--- src/rtl/iccm_boot_ctrl.sv ---
`default_nettype none
// ============================================================================
//  Module   : iccm_boot_ctrl
//  Purpose  : Boot-time ICCM loader. On reset it samples a load strap. In
//             load mode it assembles little-endian 32-bit words from a UART
//             byte stream and writes them to consecutive ICCM word addresses
//             until a terminator word arrives. It then releases the core,
//             which fetches through a combinational pass-through port.
//             Running past the end of the ICCM parks the block in an error
//             state that holds the core in reset.
//
//  Ports    : clk_i, rst_ni              clock, asynchronous active-low reset
//             prog_en_i                  load-mode strap, sampled in BOOT
//             rx_valid_i, rx_byte_i      UART byte stream
//             f_req_i, f_addr_i          fetch request from the SRAM adapter
//             f_gnt_o, f_rdata_o,
//             f_rvalid_o                 fetch grant / return
//             mem_req_o, mem_we_o,
//             mem_addr_o, mem_wdata_o    ICCM request
//             mem_rdata_i, mem_rvalid_i  ICCM read return
//             core_rst_no                core reset hold (0 = held)
//             done_o, err_o              load finished / load overflow
//             word_cnt_o                 number of words written
//
//  Revision : 1.0 - initial release
// ============================================================================
module iccm_boot_ctrl #(
   parameter int unsigned AW       = 12,
   parameter logic [31:0] END_WORD = 32'h0000_0FFF
) (
   input  logic          clk_i,
   input  logic          rst_ni,
   input  logic          prog_en_i,
   input  logic          rx_valid_i,
   input  logic [7:0]    rx_byte_i,
   input  logic          f_req_i,
   input  logic [AW-1:0] f_addr_i,
   output logic          f_gnt_o,
   output logic [31:0]   f_rdata_o,
   output logic          f_rvalid_o,
   output logic          mem_req_o,
   output logic          mem_we_o,
   output logic [AW-1:0] mem_addr_o,
   output logic [31:0]   mem_wdata_o,
   input  logic [31:0]   mem_rdata_i,
   input  logic          mem_rvalid_i,
   output logic          core_rst_no,
   output logic          done_o,
   output logic          err_o,
   output logic [AW:0]   word_cnt_o
);

   typedef enum logic [2:0] {
      ST_BOOT  = 3'd0,
      ST_LOAD  = 3'd1,
      ST_WRITE = 3'd2,
      ST_RUN   = 3'd3,
      ST_ERR   = 3'd4
   } state_e;

   state_e        state_q, state_d;
   logic [1:0]    bcnt_q, bcnt_d;
   logic [31:0]   asm_q, asm_d;
   logic [31:0]   wdata_q, wdata_d;
   logic [AW:0]   cnt_q, cnt_d;
   logic          done_q, done_d;
   logic          err_q, err_d;
   logic          core_rst_n_q, core_rst_n_d;

   logic          byte_accept;
   logic          word_complete;
   logic          cnt_full;

   // Bytes are taken in WRITE as well as LOAD so a byte landing in the
   // write cycle becomes byte 0 of the next word instead of being lost.
   assign byte_accept   = rx_valid_i && ((state_q == ST_LOAD) || (state_q == ST_WRITE));
   assign word_complete = byte_accept && (bcnt_q == 2'd3);
   // The count's MSB is set only when all 2**AW words have been written.
   assign cnt_full      = cnt_q[AW];

   always_comb begin
      state_d      = state_q;
      bcnt_d       = bcnt_q;
      asm_d        = asm_q;
      wdata_d      = wdata_q;
      cnt_d        = cnt_q;
      done_d       = done_q;
      err_d        = err_q;
      core_rst_n_d = (state_q == ST_RUN);

      f_gnt_o      = 1'b0;
      f_rdata_o    = 32'd0;
      f_rvalid_o   = 1'b0;
      mem_req_o    = 1'b0;
      mem_we_o     = 1'b0;
      mem_addr_o   = '0;

      if (byte_accept) begin
         bcnt_d = bcnt_q + 2'd1;
         case (bcnt_q)
            2'd0: asm_d[7:0]   = rx_byte_i;
            2'd1: asm_d[15:8]  = rx_byte_i;
            2'd2: asm_d[23:16] = rx_byte_i;
            default: begin
               asm_d[31:24] = rx_byte_i;
               // Separate copy so the next word can start assembling while
               // this one is being written.
               wdata_d      = {rx_byte_i, asm_q[23:0]};
            end
         endcase
      end

      case (state_q)
         ST_BOOT: begin
            state_d = prog_en_i ? ST_LOAD : ST_RUN;
         end
         ST_LOAD: begin
            if (word_complete) begin
               state_d = ST_WRITE;
            end
         end
         ST_WRITE: begin
            // Terminator takes priority over the overflow check, so a full
            // ICCM followed by the terminator still completes cleanly.
            if (wdata_q == END_WORD) begin
               done_d  = 1'b1;
               state_d = ST_RUN;
            end else if (cnt_full) begin
               err_d   = 1'b1;
               state_d = ST_ERR;
            end else begin
               mem_req_o  = 1'b1;
               mem_we_o   = 1'b1;
               mem_addr_o = cnt_q[AW-1:0];
               cnt_d      = cnt_q + (AW+1)'(1);
               state_d    = ST_LOAD;
            end
         end
         ST_RUN: begin
            mem_req_o  = f_req_i;
            mem_addr_o = f_addr_i;
            f_gnt_o    = 1'b1;
            f_rdata_o  = mem_rdata_i;
            f_rvalid_o = mem_rvalid_i;
         end
         ST_ERR: begin
            state_d = ST_ERR;
         end
         default: begin
            state_d = ST_BOOT;
         end
      endcase
   end

   always_ff @(posedge clk_i or negedge rst_ni) begin
      if (!rst_ni) begin
         state_q      <= ST_BOOT;
         bcnt_q       <= 2'd0;
         asm_q        <= 32'd0;
         wdata_q      <= 32'd0;
         cnt_q        <= '0;
         done_q       <= 1'b0;
         err_q        <= 1'b0;
         core_rst_n_q <= 1'b0;
      end else begin
         state_q      <= state_d;
         bcnt_q       <= bcnt_d;
         asm_q        <= asm_d;
         wdata_q      <= wdata_d;
         cnt_q        <= cnt_d;
         done_q       <= done_d;
         err_q        <= err_d;
         core_rst_n_q <= core_rst_n_d;
      end
   end

   assign mem_wdata_o = wdata_q;
   assign core_rst_no = core_rst_n_q;
   assign done_o      = done_q;
   assign err_o       = err_q;
   assign word_cnt_o  = cnt_q;

endmodule
`default_nettype wire
--- config.mk ---
export PLATFORM = sky130hd
export DESIGN_NAME = iccm_boot_ctrl
export DESIGN_NICKNAME = d
export VERILOG_FILES = /design/src/rtl/iccm_boot_ctrl.sv
export SDC_FILE = /design/constraint.sdc
export NUM_CORES = 1
export LEC_CHECK = 0
export CAP_MARGIN = 0
export CORE_MARGIN = 3
export CORE_UTILIZATION = 46
export DETAILED_ROUTE_END_ITERATION = 16
export GPL_TIMING_DRIVEN = 0
export PLACE_DENSITY = 0.87
export SLEW_MARGIN = 5
export SYNTH_ARGS = -nofsm -noshare
export SYNTH_HDL_FRONTEND = slang
export SYNTH_SLANG_ARGS = --single-unit
--- constraint.sdc ---
create_clock -name clk_i -period 5.1 [get_ports clk_i]
set_clock_uncertainty 0.2 [all_clocks]
set_input_delay 1.275 -clock clk_i [delete_from_list [all_inputs] [get_ports clk_i]]
set_output_delay 1.275 -clock clk_i [all_outputs]
set_load 0.005 [all_outputs]
After elaboration in Yosys (flattened, before gate mapping)

Cells that the tools add are included.

Logic and storage cells: 57
Memories: 0
Flip-flop bits (word level): 77
Output and inout port bits: 96
Input bits: 58
Latch bits: 0
Memory bits (writable): 0
ROM bits: 0

Multiply operators: 0
Div/mod/pow operators: 0
Shifts and indexed selects: 0
Equal/unequal tests: 9
Bitwise logic cells: 4
$lt $le $gt $ge: 0
Reductions and logical operators: 15
Add/sub/neg operators: 2
Multiplexer cells: 16

Operators with widths:

| cell                                                   | count |
|---|---|
| equality test 32 x 12 -> 1 bit (second input constant) | 1 |
| two-way mux 32 bit                                     | 1 |
| two-way mux 12 bit                                     | 2 |
| case mux 12 bit (2 select lines)                       | 1 |
| case mux 3 bit (5 select lines)                        | 1 |
| AND reduction 2 bit                                    | 7 |
| adder 13 x 1 -> 13 bit (second input constant)         | 1 |
| two-way mux 13 bit                                     | 1 |
| two-way mux 3 bit                                      | 3 |
| equality test 3 x 2 -> 1 bit (second input constant)   | 2 |
| AND reduction 3 bit                                    | 2 |
| two-way mux 1 bit                                      | 5 |
| equality test 2 bit (second input constant)            | 2 |
| inverter 1 bit                                         | 4 |
| equality test 3 x 1 -> 1 bit (second input constant)   | 1 |
| equality test 3 bit (second input constant)            | 1 |
| zero test 3 bit                                        | 1 |
| OR reduction 3 bit                                     | 1 |
| adder 2 x 1 -> 2 bit (second input constant)           | 1 |
| equality test 2 x 1 -> 1 bit (second input constant)   | 1 |
| logical AND 1 bit                                      | 2 |
| zero test 2 bit                                        | 1 |
| two-way mux 2 bit                                      | 1 |
| inequality test 2 bit (second input constant)          | 1 |
| other kinds (2)                                        | 2 |

Longest topological paths before layout

Gate-level depths: netlist of the first run.

Depth in word-level cells: 6
Depth in mapped cells: 7
Mapped depth without buffers: 5

Least setup slack after synthesis of the first run

Ideal clock, no wire load.

Kind: register -> output
Start point: register wdata_q[13] (netlist: mem_wdata_o[13])
End point: output port mem_addr_o[0]
Data required time: 3.625 ns
Cell stages (with the launch flop): 6
Setup slack: 1.916 ns
Path buffers: 0
Data arrival time: 1.709 ns
Path through: dfrtp_1 -> or4b_1 -> nor4_4 -> nand2_1 -> a32oi_1 -> nor2_1

Word-level cells in the longest chain between the ends: 3

Ends and longest elaborated chain:

| item                             | line | text |
|---|---|---|
| start: declaration               | 64   | `logic [31:0] wdata_q, wdata_d;` |
| start signal: assignment         | 169  | `wdata_q <= wdata_d;` |
| equality test 32 x 12 -> 1 bit   | 125  | `if (wdata_q == END_WORD) begin` |
| two-way mux 12 bit               | 125  |  |
| case mux 12 bit (2 select lines) | 113  | `case (state_q)` |
| end: declaration                 | 43   | `output logic [AW-1:0] mem_addr_o,` |

No other way between the ends.

Final worst setup path of the first run

Start point: register wdata_q[13] (netlist: mem_wdata_o[13])
End point: output port mem_addr_o[11]

Same word-level chain as after synthesis.

==> results of run 1 <==
[cell usage after synthesis, types with 2 or more instances]
| cell type | instances | area, sq um |
|---|---|---|
| a311oi_1 | 2 | 17.5 |
| and3_1 | 4 | 25.0 |
| xnor2_1 | 7 | 61.3 |
| inv_1 | 5 | 18.8 |
| ha_1 | 5 | 62.6 |
| nor2_1 | 16 | 60.1 |
| dfrtp_1 | 77 | 1930 |
| clkbuf_1 | 6 | 22.5 |
| and2_1 | 34 | 213 |
| a22o_1 | 2 | 17.5 |
| or3_1 | 2 | 12.5 |
| a21o_1 | 4 | 30.0 |
| buf_2 | 4 | 20.0 |
| nor4_1 | 7 | 43.8 |
| xor2_1 | 6 | 52.6 |
| a32oi_1 | 10 | 87.6 |
| mux2_2 | 56 | 631 |
| nand2_1 | 11 | 41.3 |
| nand3_1 | 3 | 15.0 |
| nand4_1 | 5 | 31.3 |
[power by group]
part           switching, W  internal (W)
sequential         0.000162      0.000837
combinational      0.000330      0.000651
clock              0.000200      0.000187
total              0.000693       0.00167
[placed cells by master, fill, tap and decap left out, types with 2 or more instances in the layout]
master	Yosys	final
nor2_1	16	16
clkbuf_8	0	10
dfrtp_1	77	77
and2_1	34	34
inv_1	5	5
xor2_1	6	6
or3_1	2	2
clkinv_2	0	2
xnor2_1	7	7
clkdlybuf4s50_1	0	152
a22o_1	2	2
buf_2	4	4
nand4_1	5	5
nand2_1	11	11
and3_1	4	4
a32oi_1	10	10
nor4_1	7	7
buf_4	1	2
mux2_2	56	56
a311oi_1	2	2
nand3_1	3	3
ha_1	5	5
clkbuf_1	6	9
a21o_1	4	4
[state kept, by name, summed over array words and instances (netlist names)]
signal,count
err_o,1
asm_q,24
word_cnt_o,13
done_o,1
state_q,3
core_rst_no,1
bcnt_q,2
mem_wdata_o,32
[metal layers]
| metal | GRT usage [%] | share of wire, % |
|---|---|---|
| met1 | 27.6 | 38 |
| met2 | 41.6 | 52 |
| met3 | 5.95 | 8.1 |
| met4 | 7.34 | 1.6 |
| met5 | 0 | 0 |
[stage by stage]
stage	hold slack, ns	total power [W]	util, %	instance area, sq um	setup WS [ns]
final	0.286	0.00237	73.1	5360	0.825
after global routing	0.311	0.00252	73.1	5360	0.650
after CTS	0.293	0.00239	73.1	5360	0.816
after detailed placement	0.275	0.00199	70.9	5200	1.19
after global placement	0.266	0.00194	70.7	5180	0.0291
after floorplan	0.251	0.00137	-	3520	1.92
[final timing paths]
check / startpoint / end / slack (ns) / cells after the start
hold / removal: asm_q[9] / mem_wdata_o[9] / 0.29 / 1
min in group asynchronous: rst_ni / asm_q[23] / 0.68 / 1
hold reg to reg: asm_q[9] / mem_wdata_o[9] / 0.29 / 1
setup reg to reg: mem_wdata_o[13] / state_q[0] / 2.77 / 6
max in group asynchronous: rst_ni / mem_wdata_o[1] / 3.45 / 2
setup / recovery: mem_wdata_o[13] / mem_addr_o[11] / 0.83 / 6
[cells by family (layout without fill, tap and decap cells)]
family,Yosys count,count (layout),synth area share [%]
adders and majority gates,5,5,1.77
buffers and inverters,17,186,2.09
and+or+nand+nor,90,90,14.8
AOI/OAI and AO/OA,22,22,5.18
xor gates and xnor gates,13,13,3.23
DFF,77,77,54.7
muxes,57,57,18.2
[final cells by class]
| type | instances | share of cell area [%] |
|---|---|---|
| clock inverters | 2 | 0.187 |
| repair buffers | 154 | 28.9 |
| well taps | 99 | 2.31 |
| plain buffers | 12 | 1.03 |
| clock buffers | 13 | 2.78 |
| multi-input cells | 187 | 28.5 |
| inverters | 5 | 0.350 |
| flip-flops and latches | 77 | 36.0 |
==> run_results.csv, run 1 <==
group,metric,value,unit
synth,netlist_instances,281,
pwr,irDropWorstVdd,304,uV
timing,finalCritPeriodShare,83.8,%
floorplan,die_h,93.5,um
clock_network,clock_sinks,77,
worst_setup_path,cpPeakStageDelay,0.60,ns
min_path,worstHoldPathType,"reg -> reg",
final_layout,syn_to_final_growth,52.0,%
timing,max_slew_margin,58.9,%
final_layout,multi_input_comb_area,0.00152,sq mm
clock_network,cts_made_buffers,9,
synth,synth_seq_cells,77,
floorplan,start_util,48.1,%
placement,dp.cells,534,
synth,yosys_most_used_dff,"dfrtp_1",
global_routing,grt_pass1_wl,15800,um
floorplan,ioPinCount,154,
detailed_routing,dr_total_vias,2880,
final_layout,layout-drive-gt1-share,17.6,%
floorplan,dieArea,0.00875,sq mm
worst_setup_path,criticalPathCategory,"reg -> out",
clock_network,clock_latency,0.33,ns
final_layout,ff_latch_area,0.00193,sq mm
worst_setup_path,startpoint_type,"flip-flop",
clock_network,post_cts_buffers,0,
clock_network,path_clk_slew,0.07,ns
clock_network,cts_hold_buf,0,
final_layout,fillCellCount,489,
global_routing,track_usage,23.4,%
run_status,outcome,"finished clean",
timing,drv_slew,0,
detailed_routing,ant_nets,0,
detailed_routing,post_drt_wl_per_cell,18.3,um
placement,gp_congestion,0.813,
synth,netlist_area,0.00352,sq mm
global_routing,antenna_found_initial,0,
flow_run,cap_violations,0,
synth,synth-edff-count,0,
synth,ys.warnings.count,0,
final_layout,n_antenna_cell,0,
worst_setup_path,worstPathRequired,3.62,ns
detailed_routing,first_pass_iters,4,
timing,period_minus_slack,4.27,ns
clock_network,root_buffer,"clkbuf_8",
floorplan,coreArea,0.00733,sq mm
pwr,leakage,2.36,nW
clock_network,cts_buffer_depth,2,
pwr,p_per_area,442,mW/mm^2
detailed_routing,routed_wl,10100,um
global_routing,grt_max_degree,47,
timing,fmax,0.234,GHz
final_layout,fin_cells,549,
timing,fin_setup_tns,0,ns
timing,hold_viol,0,
worst_setup_path,path_cells,"or4b_1, nor4_4, nand2_1, a32oi_1, nor2_1, clkdlybuf4s50_1",
timing,final-setup-viol-count,0,
detailed_routing,drt-initial-drc-count,80,
synth,yosysSeqAreaShare,54.7,%
clock_network,cts_tree,"built",
clock_network,cts_htree_levels,3,
worst_setup_path,slowest_stage,"or4b_1",
global_routing,overflow,0,
synth,ys_types,35,
final_layout,layout.nets,509,
worst_setup_path,end_kind,"output pin",
worst_setup_path,crit_fanout,10,
worst_setup_path,arrival,2.80,ns
global_routing,grt_pass1_vias,2951,
synth,syn-num-nets,344,
worst_setup_path,crit_family,"simple AND/OR/NAND/NOR gates",
clock_network,post_cts.resized_instances,0,
timing,rsz0062_at_grt,"no",
placement,port_buffers,153,
detailed_routing,via_per_inst,5.25,
timing,tightest_slew,0.614,ns
worst_setup_path,path_buf_inv,1,
synth,syn_avg_cell_area,12.5,sq um
synth,synthArstFlopShare,100,%
placement,dpl.hpwl,7790,um
floorplan,fp-row-count,31,
detailed_routing,drc,0,
floorplan,die-width,93.5,um
No activity file was read; power rests on OpenSTA's default activity.
==> inputs of run 2 (changes only) <==
--- a/config.mk
+++ b/config.mk
@@ -7,10 +7,10 @@
 export LEC_CHECK = 0
 export CAP_MARGIN = 0
 export CORE_MARGIN = 3
-export CORE_UTILIZATION = 46
+export CORE_UTILIZATION = 38
 export DETAILED_ROUTE_END_ITERATION = 16
 export GPL_TIMING_DRIVEN = 0
-export PLACE_DENSITY = 0.87
+export PLACE_DENSITY = 0.76
 export SLEW_MARGIN = 5
 export SYNTH_ARGS = -nofsm -noshare
 export SYNTH_HDL_FRONTEND = slang
==> constraint.sdc (replaced) <==
create_clock -name clk_i -period 3.55 [get_ports clk_i]
set_clock_uncertainty 0.2 [all_clocks]
set_input_delay 0.8875 -clock clk_i [delete_from_list [all_inputs] [get_ports clk_i]]
set_output_delay 0.8875 -clock clk_i [all_outputs]
set_load 0.005 [all_outputs]
==> run 2 against run 1 <==
Sequential cell count did not move. Sequential power rose by 42%. Critical path depth did not move. Sequential share of layout area fell by 1.4 points. Via count rose by 2.3%. Clock power rose by 110%. Final area rose by 4.0%. Clock-buffer cell count fell by 3. Highest routed layer unchanged.
==> run_results.csv, run 2 (synthesis gave the netlist of run 1 again) <==
group,metric,value,unit
floorplan,die_h,102,um
detailed_routing,drt-initial-drc-count,88,
timing,rsz0062_at_grt,"no",
worst_setup_path,end_kind,"output pin",
detailed_routing,post_drt_wl_per_cell,18.7,um
global_routing,grtUsageMet2,36.9,%
flow_run,cap_violations,0,
detailed_routing,first_pass_iters,4,
final_layout,fillCellCount,693,
clock_network,path_clk_slew,0.08,ns
detailed_routing,ant_nets,0,
global_routing,track_usage,20.2,%
timing,hold_viol,0,
placement,dpl.hpwl,8140,um
global_routing,grt_pass1_vias,3002,
worst_setup_path,worstPathRequired,2.46,ns
detailed_routing,routed_wl,10500,um
timing,hold_ws,0.286,ns
global_routing,top_usage_layer,"met2",
min_path,worstHoldPathType,"in -> async",
run_status,outcome,"finished clean",
placement,gp_congestion,0.799,
pwr,p_per_area,656,mW/mm^2
global_routing,overflow,0,
floorplan,dieArea,0.0105,sq mm
placement,port_buffers,153,
floorplan,start_util,39.8,%
placement,dp.cells,543,
worst_setup_path,r2r_cells,6,
timing,worst_slack,0.0922,ns
global_routing,grt_pass1_wl,16000,um
clock_network,cts_buffer_depth,2,
final_layout,layout_commonest_cell,"clkdlybuf4s50_1",
global_routing,antenna_found_initial,0,
floorplan,ioPinCount,154,
timing,finalCritPeriodShare,97.4,%
final_layout,largest_register_ffs,32,
pwr,leakage,2.58,nW
detailed_routing,via_per_inst,5.22,
worst_setup_path,crit_fanout,9,
global_routing,grt.met1_usage,22.5,%
floorplan,coreArea,0.00885,sq mm
clock_network,cts_hold_buf,0,
timing,period_minus_slack,3.46,ns
final_layout,layout-drive-gt1-share,20.8,%
clock_network,clock_latency,0.34,ns
floorplan,fp-row-count,34,
worst_setup_path,criticalPathCategory,"reg -> out",
final_layout,layout.nets,515,
worst_setup_path,r2r_slack,1.25,ns
detailed_routing,drc,0,
clock_network,clock_sinks,77,
timing,tightest_slew,0.706,ns
placement,place_ws,0.0676,ns
worst_setup_path,arrival,2.37,ns
pwr,irDropWorstVdd,502,uV
timing,final-setup-viol-count,0,
clock_network,root_buffer,"clkbuf_8",
final_layout,final_cell_mix,"clkdlybuf4s50_1, dfrtp_1, mux2_2, and2_1, nor2_1",
timing,drv_slew,0,
detailed_routing,dr_total_vias,2945,
final_layout,n_antenna_cell,0,
timing,fmax,0.289,GHz
clock_network,cts_htree_levels,3,
global_routing,use_met3,6.21,%
final_layout,syn_to_final_growth,58.0,%
worst_setup_path,startpoint_type,"flip-flop",
timing,max_slew_margin,52.8,%
clock_network,cts_tree,"built",
floorplan,die-width,102,um
final_layout,fin_cells,564,
clock_network,cts_made_buffers,9,
global_routing,grt_max_degree,44,
run 2: cell types whose count changed in the layout (fill, tap and decap cells not counted), moves of 2 or more:
cell and delta:
clkdlybuf4s50_1 -11, dlymetal6s2s_1 +11, buf_4 +4, clkbuf_1 -4
bufinv_16 +3, clkinv_2 -2
run 2: what timing repair did:
item                       in CTS  in global routing
gates cloned                    1                  0
setup buffers                   2                  3
pin swaps                       3                  5
resized for setup               7                 16
setup endpoints to repair      27                 25
run 2: cell type report:
cell class	count	area (sq um)	area share (%)
Buffer	12	56.3	1.01
Clock buffer	10	138	2.47
Clock inverter	5	108	1.93
Inverter	5	18.8	0.337
Multi-Input combinational cell	188	1570	28.2
Sequential cell	77	1930	34.6
Tap cell	108	135	2.43
Timing Repair Buffer	159	1620	29.0
run 2: final timing paths:
check                                 from         endpoint
hold / removal                      rst_ni  mem_wdata_o[28]
setup reg to reg                state_q[0]   mem_wdata_o[9]
setup / recovery           mem_wdata_o[12]    mem_addr_o[9]
hold reg to reg                   asm_q[9]   mem_wdata_o[9]
max in group asynchronous           rst_ni       state_q[0]
min in group clk_i                asm_q[9]   mem_wdata_o[9]
run 2: critical path: stages (launching register included):
cell             delay [ns]
dfrtp_1                0.41
or4b_4                 0.54
nor4_4                 0.16
buf_6                  0.17
a21oi_4                0.10
a22o_1                 0.21
clkdlybuf4s50_1        0.44
run 2: layer usage:
| metal | vias up | routed length [um] |
|---|---|---|
| met5 | - | 0 |
| li1 | 1343 | - |
| met3 | 18 | 918 |
| met2 | 138 | 5440 |
| met4 | 0 | 182 |
| met1 | 1446 | 4000 |
run 2: where the power goes:
part / internal, W / switching (W)
Combinational: 0.000943 / 0.000490
Clock: 0.000486 / 0.000314
Sequential: 0.00120 / 0.000222
Total: 0.00263 / 0.00103
run 2: metrics by stage:
stage | cell area (sq um) | utilization (%) | setup TNS [ns] | power, W
global route | 5570 | 63.0 | 0 | 0.00388
floorplan | 3520 | - | 0 | 0.00197
finish | 5570 | 63.0 | 0 | 0.00366
detailed placement | 5210 | 58.9 | 0 | 0.00287
global placement | 5190 | 58.7 | -92.46 | 0.00281
CTS | 5500 | 62.2 | 0 | 0.00369
